==> src/rtl/debug_uart_dump_if.sv <==
// debug_uart_dump_if: dump trigger, SD/FAT32 debug bus and UART status.
interface debug_uart_dump_if;
   logic        trigger;
   logic [3:0]  sd_error;
   logic [4:0]  fat_state;
   logic [3:0]  fat_error;
   logic        sd_ready, fat_ready, image_loaded;
   logic [7:0]  dbg_byte0, dbg_byte1, dbg_byte510, dbg_byte511;
   logic [9:0]  dbg_blk_wr_idx, dbg_dir_idx;
   logic [31:0] dbg_part_lba, dbg_data_start, dbg_root_cluster, dbg_dir_lba;
   logic        uart_tx, busy, done;
   modport master (
      output trigger, sd_error, fat_state, fat_error, sd_ready, fat_ready, image_loaded,
             dbg_byte0, dbg_byte1, dbg_byte510, dbg_byte511, dbg_blk_wr_idx, dbg_dir_idx,
             dbg_part_lba, dbg_data_start, dbg_root_cluster, dbg_dir_lba,
      input  uart_tx, busy, done
   );
   modport slave (
      input  trigger, sd_error, fat_state, fat_error, sd_ready, fat_ready, image_loaded,
             dbg_byte0, dbg_byte1, dbg_byte510, dbg_byte511, dbg_blk_wr_idx, dbg_dir_idx,
             dbg_part_lba, dbg_data_start, dbg_root_cluster, dbg_dir_lba,
      output uart_tx, busy, done
   );
endinterface

==> src/rtl/debug_uart_dump.sv <==
// debug_uart_dump: snapshots the SD/FAT32 debug bus on trigger and sends it
// as one 66-character ASCII hex line over an 8N1 UART.
module debug_uart_dump #(
   parameter int CLK_HZ = 74_250_000,
   parameter int BAUD   = 115_200
) (
   input  logic             clk,
   input  logic             rst_n,
   debug_uart_dump_if.slave bus
);
   localparam int DIV   = CLK_HZ / BAUD;
   localparam int CW    = $clog2(DIV);
   localparam int NCH   = 66;
   localparam int ND    = 51;
   localparam int SPACE = 51;
   localparam int CR    = 52;
   localparam int LF    = 53;
   localparam int FW [14] = '{1, 2, 1, 1, 2, 2, 2, 2, 3, 3, 8, 8, 8, 8};

   typedef enum logic [1:0] {IDLE, START, DATA, STOP} state_t;

   state_t          state_q, state_d;
   logic [CW-1:0]   cnt_q, cnt_d;
   logic [2:0]      bit_q, bit_d;
   logic [6:0]      idx_q, idx_d;
   logic [ND*4-1:0] snap_q, snap_d;
   logic [7:0]      shift_q, shift_d;
   logic            tx_q, tx_d, busy_q, busy_d, done_q, done_d;
   logic [ND*4-1:0] live;
   logic            accept, tick, load;
   logic [5:0]      kind, dsel;
   logic [3:0]      nib;
   logic [7:0]      chr;

   // Nibbles in transmit order, most significant first.
   assign live = {bus.sd_error, 3'b0, bus.fat_state, bus.fat_error,
                  1'b0, bus.image_loaded, bus.fat_ready, bus.sd_ready,
                  bus.dbg_byte0, bus.dbg_byte1, bus.dbg_byte510, bus.dbg_byte511,
                  2'b0, bus.dbg_blk_wr_idx, 2'b0, bus.dbg_dir_idx,
                  bus.dbg_part_lba, bus.dbg_data_start, bus.dbg_root_cluster, bus.dbg_dir_lba};

   // Character index -> digit number (0..50), SPACE, CR or LF.
   function automatic logic [5:0] char_kind(logic [6:0] n);
      int pos, dig;
      logic [5:0] k;
      pos = 0;
      dig = 0;
      k = 6'(LF);
      for (int f = 0; f < 14; f++) begin
         if (int'(n) >= pos && int'(n) < pos + FW[f]) k = 6'(dig + int'(n) - pos);
         pos += FW[f];
         dig += FW[f];
         if (int'(n) == pos) k = 6'(f == 13 ? CR : SPACE);
         pos += 1;
      end
      return k;
   endfunction

   always_comb begin
      accept  = state_q == IDLE && bus.trigger;
      tick    = cnt_q == CW'(DIV - 1);
      state_d = state_q;
      cnt_d   = (state_q == IDLE || tick) ? '0 : cnt_q + 1'b1;
      bit_d   = bit_q;
      idx_d   = idx_q;
      snap_d  = accept ? live : snap_q;
      done_d  = 1'b0;
      load    = 1'b0;
      case (state_q)
         IDLE: if (bus.trigger) begin
            state_d = START;
            idx_d   = '0;
            load    = 1'b1;
         end
         START: if (tick) begin
            state_d = DATA;
            bit_d   = '0;
         end
         DATA: if (tick) begin
            bit_d   = bit_q + 3'd1;
            state_d = (bit_q == 3'd7) ? STOP : DATA;
         end
         STOP: if (tick) begin
            if (idx_q == 7'(NCH - 1)) begin
               state_d = IDLE;
               done_d  = 1'b1;
            end else begin
               state_d = START;
               idx_d   = idx_q + 7'd1;
               load    = 1'b1;
            end
         end
         default: state_d = IDLE;
      endcase
      // Next character resolved from the (possibly just-captured) snapshot.
      kind    = char_kind(idx_d);
      dsel    = (kind < 6'(ND)) ? kind : 6'd0;
      nib     = snap_d[4*(ND-1-int'(dsel)) +: 4];
      chr     = (kind == 6'(SPACE)) ? 8'h20 :
                (kind == 6'(CR))    ? 8'h0D :
                (kind == 6'(LF))    ? 8'h0A :
                (nib < 4'd10)       ? {4'h3, nib} : 8'h37 + {4'h0, nib};
      shift_d = load ? chr : shift_q;
      tx_d    = (state_d == START) ? 1'b0 : (state_d == DATA) ? shift_d[bit_d] : 1'b1;
      busy_d  = state_d != IDLE;
   end

   always_ff @(posedge clk or negedge rst_n) begin
      if (!rst_n) begin
         state_q <= IDLE;
         cnt_q   <= '0;
         bit_q   <= '0;
         idx_q   <= '0;
         snap_q  <= '0;
         shift_q <= '0;
         tx_q    <= 1'b1;
         busy_q  <= 1'b0;
         done_q  <= 1'b0;
      end else begin
         state_q <= state_d;
         cnt_q   <= cnt_d;
         bit_q   <= bit_d;
         idx_q   <= idx_d;
         snap_q  <= snap_d;
         shift_q <= shift_d;
         tx_q    <= tx_d;
         busy_q  <= busy_d;
         done_q  <= done_d;
      end
   end

   assign bus.uart_tx = tx_q;
   assign bus.busy    = busy_q;
   assign bus.done    = done_q;
endmodule

==> src/flat_wrapper.sv <==
// flat-port wrapper written by rule: the top's interface ports become plain ports
module debug_uart_dump_flat 
#(
   parameter int CLK_HZ = 74_250_000,
   parameter int BAUD   = 115_200
)
  (clk, rst_n, bus_trigger, bus_sd_error, bus_fat_state, bus_fat_error, bus_sd_ready, bus_fat_ready, bus_image_loaded, bus_dbg_byte0, bus_dbg_byte1, bus_dbg_byte510, bus_dbg_byte511, bus_dbg_blk_wr_idx, bus_dbg_dir_idx, bus_dbg_part_lba, bus_dbg_data_start, bus_dbg_root_cluster, bus_dbg_dir_lba, bus_uart_tx, bus_busy, bus_done);
  debug_uart_dump_if bus_i ();
  input  logic clk;
  input  logic rst_n;
  input wire logic [$bits(bus_i.trigger)-1:0] bus_trigger;
  input wire logic [$bits(bus_i.sd_error)-1:0] bus_sd_error;
  input wire logic [$bits(bus_i.fat_state)-1:0] bus_fat_state;
  input wire logic [$bits(bus_i.fat_error)-1:0] bus_fat_error;
  input wire logic [$bits(bus_i.sd_ready)-1:0] bus_sd_ready;
  input wire logic [$bits(bus_i.fat_ready)-1:0] bus_fat_ready;
  input wire logic [$bits(bus_i.image_loaded)-1:0] bus_image_loaded;
  input wire logic [$bits(bus_i.dbg_byte0)-1:0] bus_dbg_byte0;
  input wire logic [$bits(bus_i.dbg_byte1)-1:0] bus_dbg_byte1;
  input wire logic [$bits(bus_i.dbg_byte510)-1:0] bus_dbg_byte510;
  input wire logic [$bits(bus_i.dbg_byte511)-1:0] bus_dbg_byte511;
  input wire logic [$bits(bus_i.dbg_blk_wr_idx)-1:0] bus_dbg_blk_wr_idx;
  input wire logic [$bits(bus_i.dbg_dir_idx)-1:0] bus_dbg_dir_idx;
  input wire logic [$bits(bus_i.dbg_part_lba)-1:0] bus_dbg_part_lba;
  input wire logic [$bits(bus_i.dbg_data_start)-1:0] bus_dbg_data_start;
  input wire logic [$bits(bus_i.dbg_root_cluster)-1:0] bus_dbg_root_cluster;
  input wire logic [$bits(bus_i.dbg_dir_lba)-1:0] bus_dbg_dir_lba;
  output wire logic [$bits(bus_i.uart_tx)-1:0] bus_uart_tx;
  output wire logic [$bits(bus_i.busy)-1:0] bus_busy;
  output wire logic [$bits(bus_i.done)-1:0] bus_done;
  assign bus_i.trigger = bus_trigger;
  assign bus_i.sd_error = bus_sd_error;
  assign bus_i.fat_state = bus_fat_state;
  assign bus_i.fat_error = bus_fat_error;
  assign bus_i.sd_ready = bus_sd_ready;
  assign bus_i.fat_ready = bus_fat_ready;
  assign bus_i.image_loaded = bus_image_loaded;
  assign bus_i.dbg_byte0 = bus_dbg_byte0;
  assign bus_i.dbg_byte1 = bus_dbg_byte1;
  assign bus_i.dbg_byte510 = bus_dbg_byte510;
  assign bus_i.dbg_byte511 = bus_dbg_byte511;
  assign bus_i.dbg_blk_wr_idx = bus_dbg_blk_wr_idx;
  assign bus_i.dbg_dir_idx = bus_dbg_dir_idx;
  assign bus_i.dbg_part_lba = bus_dbg_part_lba;
  assign bus_i.dbg_data_start = bus_dbg_data_start;
  assign bus_i.dbg_root_cluster = bus_dbg_root_cluster;
  assign bus_i.dbg_dir_lba = bus_dbg_dir_lba;
  assign bus_uart_tx = bus_i.uart_tx;
  assign bus_busy = bus_i.busy;
  assign bus_done = bus_i.done;
  debug_uart_dump #(.CLK_HZ(CLK_HZ), .BAUD(BAUD)) u_core (.clk(clk), .rst_n(rst_n), .bus(bus_i));
endmodule
==> config.mk <==
export PLATFORM = sky130hd
export DESIGN_NAME = debug_uart_dump_flat
export DESIGN_NICKNAME = d
export VERILOG_FILES = /design/src/rtl/debug_uart_dump_if.sv /design/src/rtl/debug_uart_dump.sv /design/src/flat_wrapper.sv
export SDC_FILE = /design/constraint.sdc
export NUM_CORES = 1
export LEC_CHECK = 0
export ABC_AREA = 1
export BUFFER_PORTS_ARGS = -buffer_cell sky130_fd_sc_hd__buf_2
export CORE_MARGIN = 10
export CORE_UTILIZATION = 56
export DETAILED_ROUTE_END_ITERATION = 6
export PLACE_DENSITY = 0.8
export SETUP_SLACK_MARGIN = 0.2
export SYNTH_ARGS = -nofsm -noshare
export SYNTH_HDL_FRONTEND = slang
export SYNTH_SLANG_ARGS = --single-unit
==> constraint.sdc <==
create_clock -name clk -period 8.2 [get_ports clk]
set_input_delay 0 -clock clk [delete_from_list [all_inputs] [get_ports clk]]
set_output_delay 0 -clock clk [all_outputs]
set_load 0.005 [all_outputs]
==> run metrics <==
status=complete, no violations; RSZ-0062 raised after global routing=no; Fin. Hold Viols=0; Mapped Avg Cell Area=7.17 µm²; Starting Density=0.569; CTS tree=done; crit-path max cell delay=0.37 ns; Clock Sinks=237; Yosys top cell area share=0.397; DR WL met3=4.33 mm; post-synth top area cell=dfrtp_1; Port Buf Inserts=201; DRC=0; Die H=183 µm; Reg-to-Reg End=u_core.bus.uart_tx$_DFF_PN1_; Unique masters post-synth=51; slowest CP cell=dfrtp_1; DP HPWL=32.3 mm; CP endpoint kind=register; DIE WIDTH=183 µm; WL met2=26.5 mm; crit-path max FO=19; Gate Count Post-Synth=2,076; M1 WL=20.6 mm; Max H-tree Level=1; clk slew on worst S/H paths=0.06 ns; filler cell count=1,877; Post-Route WL=53.8 mm; Starting DRT DRC Count=1,802; post-synthesis register bit count=237; Setup crit start kind=register; die area=33,500 µm²; CORE AREA=26,100 µm²; share of layout cells above drive strength 1=0.209; Pleak=11.9 nW; first-pass GRT wire length=84.5 mm; max-slew violations=0; most used cell, CP=nand2_1; total CTS buffers=26; PD cells=133 nW/µm²; Tcrit/Tclk final=0.883; Hold Crit Class=input port to async pin; Worst Setup Slack, final=0.959 ns; initial antenna violation count=6; register area=5930 µm²; synthesis-to-layout area growth=28.6%; fmax=0.138 GHz; Setup Skew=0.0255 ns; CP top delay family=simple AND/OR/NAND/NOR gates; post-synthesis sequential area ratio=0.399; Main synth FF type=dfrtp_1; global route total overflow=0; Crit path depth=67; Buf/Inv on CP=6; vias per cell=5.64; setup TNS=0 ns; largest net degree at the start of global routing=197; footprint of the multi-input gates=7500 µm²; clock root cell=clkbuf_16; reg2reg setup slack=0.96 ns; Max VDD drop=0.183 mV; post-layout min period=7.24 ns; Core Util, Final=0.732; EDFF count, synth=0; final-report setup violation count=0; Worst Path Arrival=7.74 ns; Net Count, Synth=2,306; Max Used Layer=met4; DRT Pass-1 Iters=7; vias in the first global route=15,700; Placement Setup Slack=0.532 ns; Avg WL per Cell=19.2 µm; total of max-cap violations=0; Site Rows=59; clk buf depth=3; crit path to=u_core.bus.uart_tx$_DFF_PN1_; ys async rst share=1.00; global placement routability congestion=0.991; vias post-DR=15,800; Setup crit start=u_core.cnt_q[0]$_DFF_PN0_; worst slew pin tran=1.23 ns; Worst R2R Start=u_core.cnt_q[0]$_DFF_PN0_; CP required=8.70 ns; I/O pins=202; Yosys Warn Count=0; Worst Setup Path Type=register to register; cells on worst reg2reg path=67; Netlist Area Pre-Place=14,900 µm²; Synth area leaders=dfrtp_1 (40%), nand2_1 (15%), inv_1 (6.6%); net total in the final layout=2,671; Global Route Usage Sum=0.311; Worst-Skew Late Latency=0.56 ns; Final ANT Viol Nets=0; relative slew slack=0.169
## worst min-delay path by stage
stage | end | slack, ns | depth (start not counted)
floorplan | u_core.bit_q[0]$_DFF_PN0_ | -0.30 | 0
global placement | u_core.snap_q[145]$_DFF_PN0_ | 0.07 | 1
detailed placement | u_core.snap_q[38]$_DFF_PN0_ | 0.07 | 1
CTS | u_core.snap_q[129]$_DFF_PN0_ | 0.08 | 2
global route | u_core.snap_q[153]$_DFF_PN0_ | 0.11 | 2
finish | u_core.snap_q[145]$_DFF_PN0_ | 0.05 | 2
## where the power goes
group	total [mW]	switching [mW]	internal [mW]
registers	1.17	0	1.17
logic	0.158	0.0621	0.0958
clock network	1.21	0.513	0.697
## cell usage in the layout, fill, tap and decap left out, types with 4 or more instances in the layout
master and count:
buf_2 200, ha_2 7, o21ai_0 188, nand3_1 191, inv_1 256, buf_4 27, nor2_2 10, nand4_1 7
clkbuf_1 6, a21oi_1 55, nand2_4 8, o21ai_1 22, dfrtp_1 236, nand2_2 14, dlygate4sd3_1 198, nor2_1 66
buf_6 4, diode_2 6, clkbuf_16 27, a21oi_2 6, or2_2 146, ha_1 23, xor2_1 18, nor3_1 9
clkinv_2 4, nor2_4 5, a31oi_1 7, nand2_1 593, inv_2 16, o211ai_1 46, nand3_2 7, clkbuf_8 5
## through the flow
stage               power [mW]  area (µm²)  hold WS (ns)  std cells
floorplan                 1.19       14900        -0.296       2076
global placement          1.27       16100        0.0725       2546
detailed placement        1.27       16100        0.0705       2546
CTS                       2.52       18900        0.0806       2791
global route              2.60       19100         0.106       2801
finish                    2.54       19100        0.0456       2801
## worst register-to-register path, delay by kind of cell (launching register included)
family | cells | cell delay [ns]
and+or+nand+nor | 51 | 4.11
adders and majority gates | 4 | 1.06
DFF | 1 | 0.37
buffers and inverters | 6 | 0.68
AOI/OAI and AO/OA | 6 | 0.97
## cells by family after synthesis
family | Yosys count | share of synthesized area
buf+inv | 375 | 0.105
flops | 237 | 0.399
xor+xnor | 22 | 0.0135
mux | 1 | 0.000673
compound gates | 343 | 0.130
fa+ha+maj | 31 | 0.0261
simple gates | 1067 | 0.327
## cell type report
| class | instances | share of cell area |
|---|---|---|
| tap | 335 | 0.0219 |
| multi-input combinational | 1464 | 0.392 |
| inverter | 278 | 0.0554 |
| antenna | 6 | 0.000785 |
| clock inverter | 10 | 0.00700 |
| timing repair buffer | 434 | 0.174 |
| clock buffer | 37 | 0.0388 |
| sequential | 237 | 0.310 |
## sequential cells by signal (all words and copies together), names as in the netlist
signal and cells:
u_core.cnt_q 10, u_core.bus.busy 1, u_core.shift_q 8, u_core.snap_q 204, u_core.bit_q 3, u_core.bus.done 1
u_core.state_q 2, u_core.bus.uart_tx 1, u_core.idx_q 7
## layer usage
metal	vias up	track usage
met1	7425	0.381
met2	861	0.534
met5	-	0
met3	186	0.0498
met4	0	0.131
li1	7330	-
## synth_stat cells (2+ instances only)
cell type,n
a211oi_1,3
a21oi_1,57
a21oi_2,4
a31oi_1,7
and3_1,3
buf_1,4
buf_2,16
buf_4,8
buf_6,12
clkbuf_1,56
clkinv_1,2
dfrtp_1,236
ha_1,31
inv_1,260
inv_2,16
nand2_1,596
nand2_2,15
nand2_4,4
nand3_1,191
nand3_2,8
nand3b_1,2
nand4_1,7
nand4_2,2
nor2_1,70
nor2_2,7
nor2_4,4
nor3_1,9
o211ai_1,46
o21a_1,3
o21ai_0,188
o21ai_1,22
o221ai_1,2
o31ai_1,3
or2_2,146
xnor2_1,3
xor2_1,18
## timing repair
item                       4_1_cts  5_1_grt
setup endpoints to repair        0        8
hold endpoints to repair       288        0
gates resized for setup          0       37
hold buffers                   198        0
buffers inserted                 0        3
Note: power is estimated with default switching activity, not from simulation.
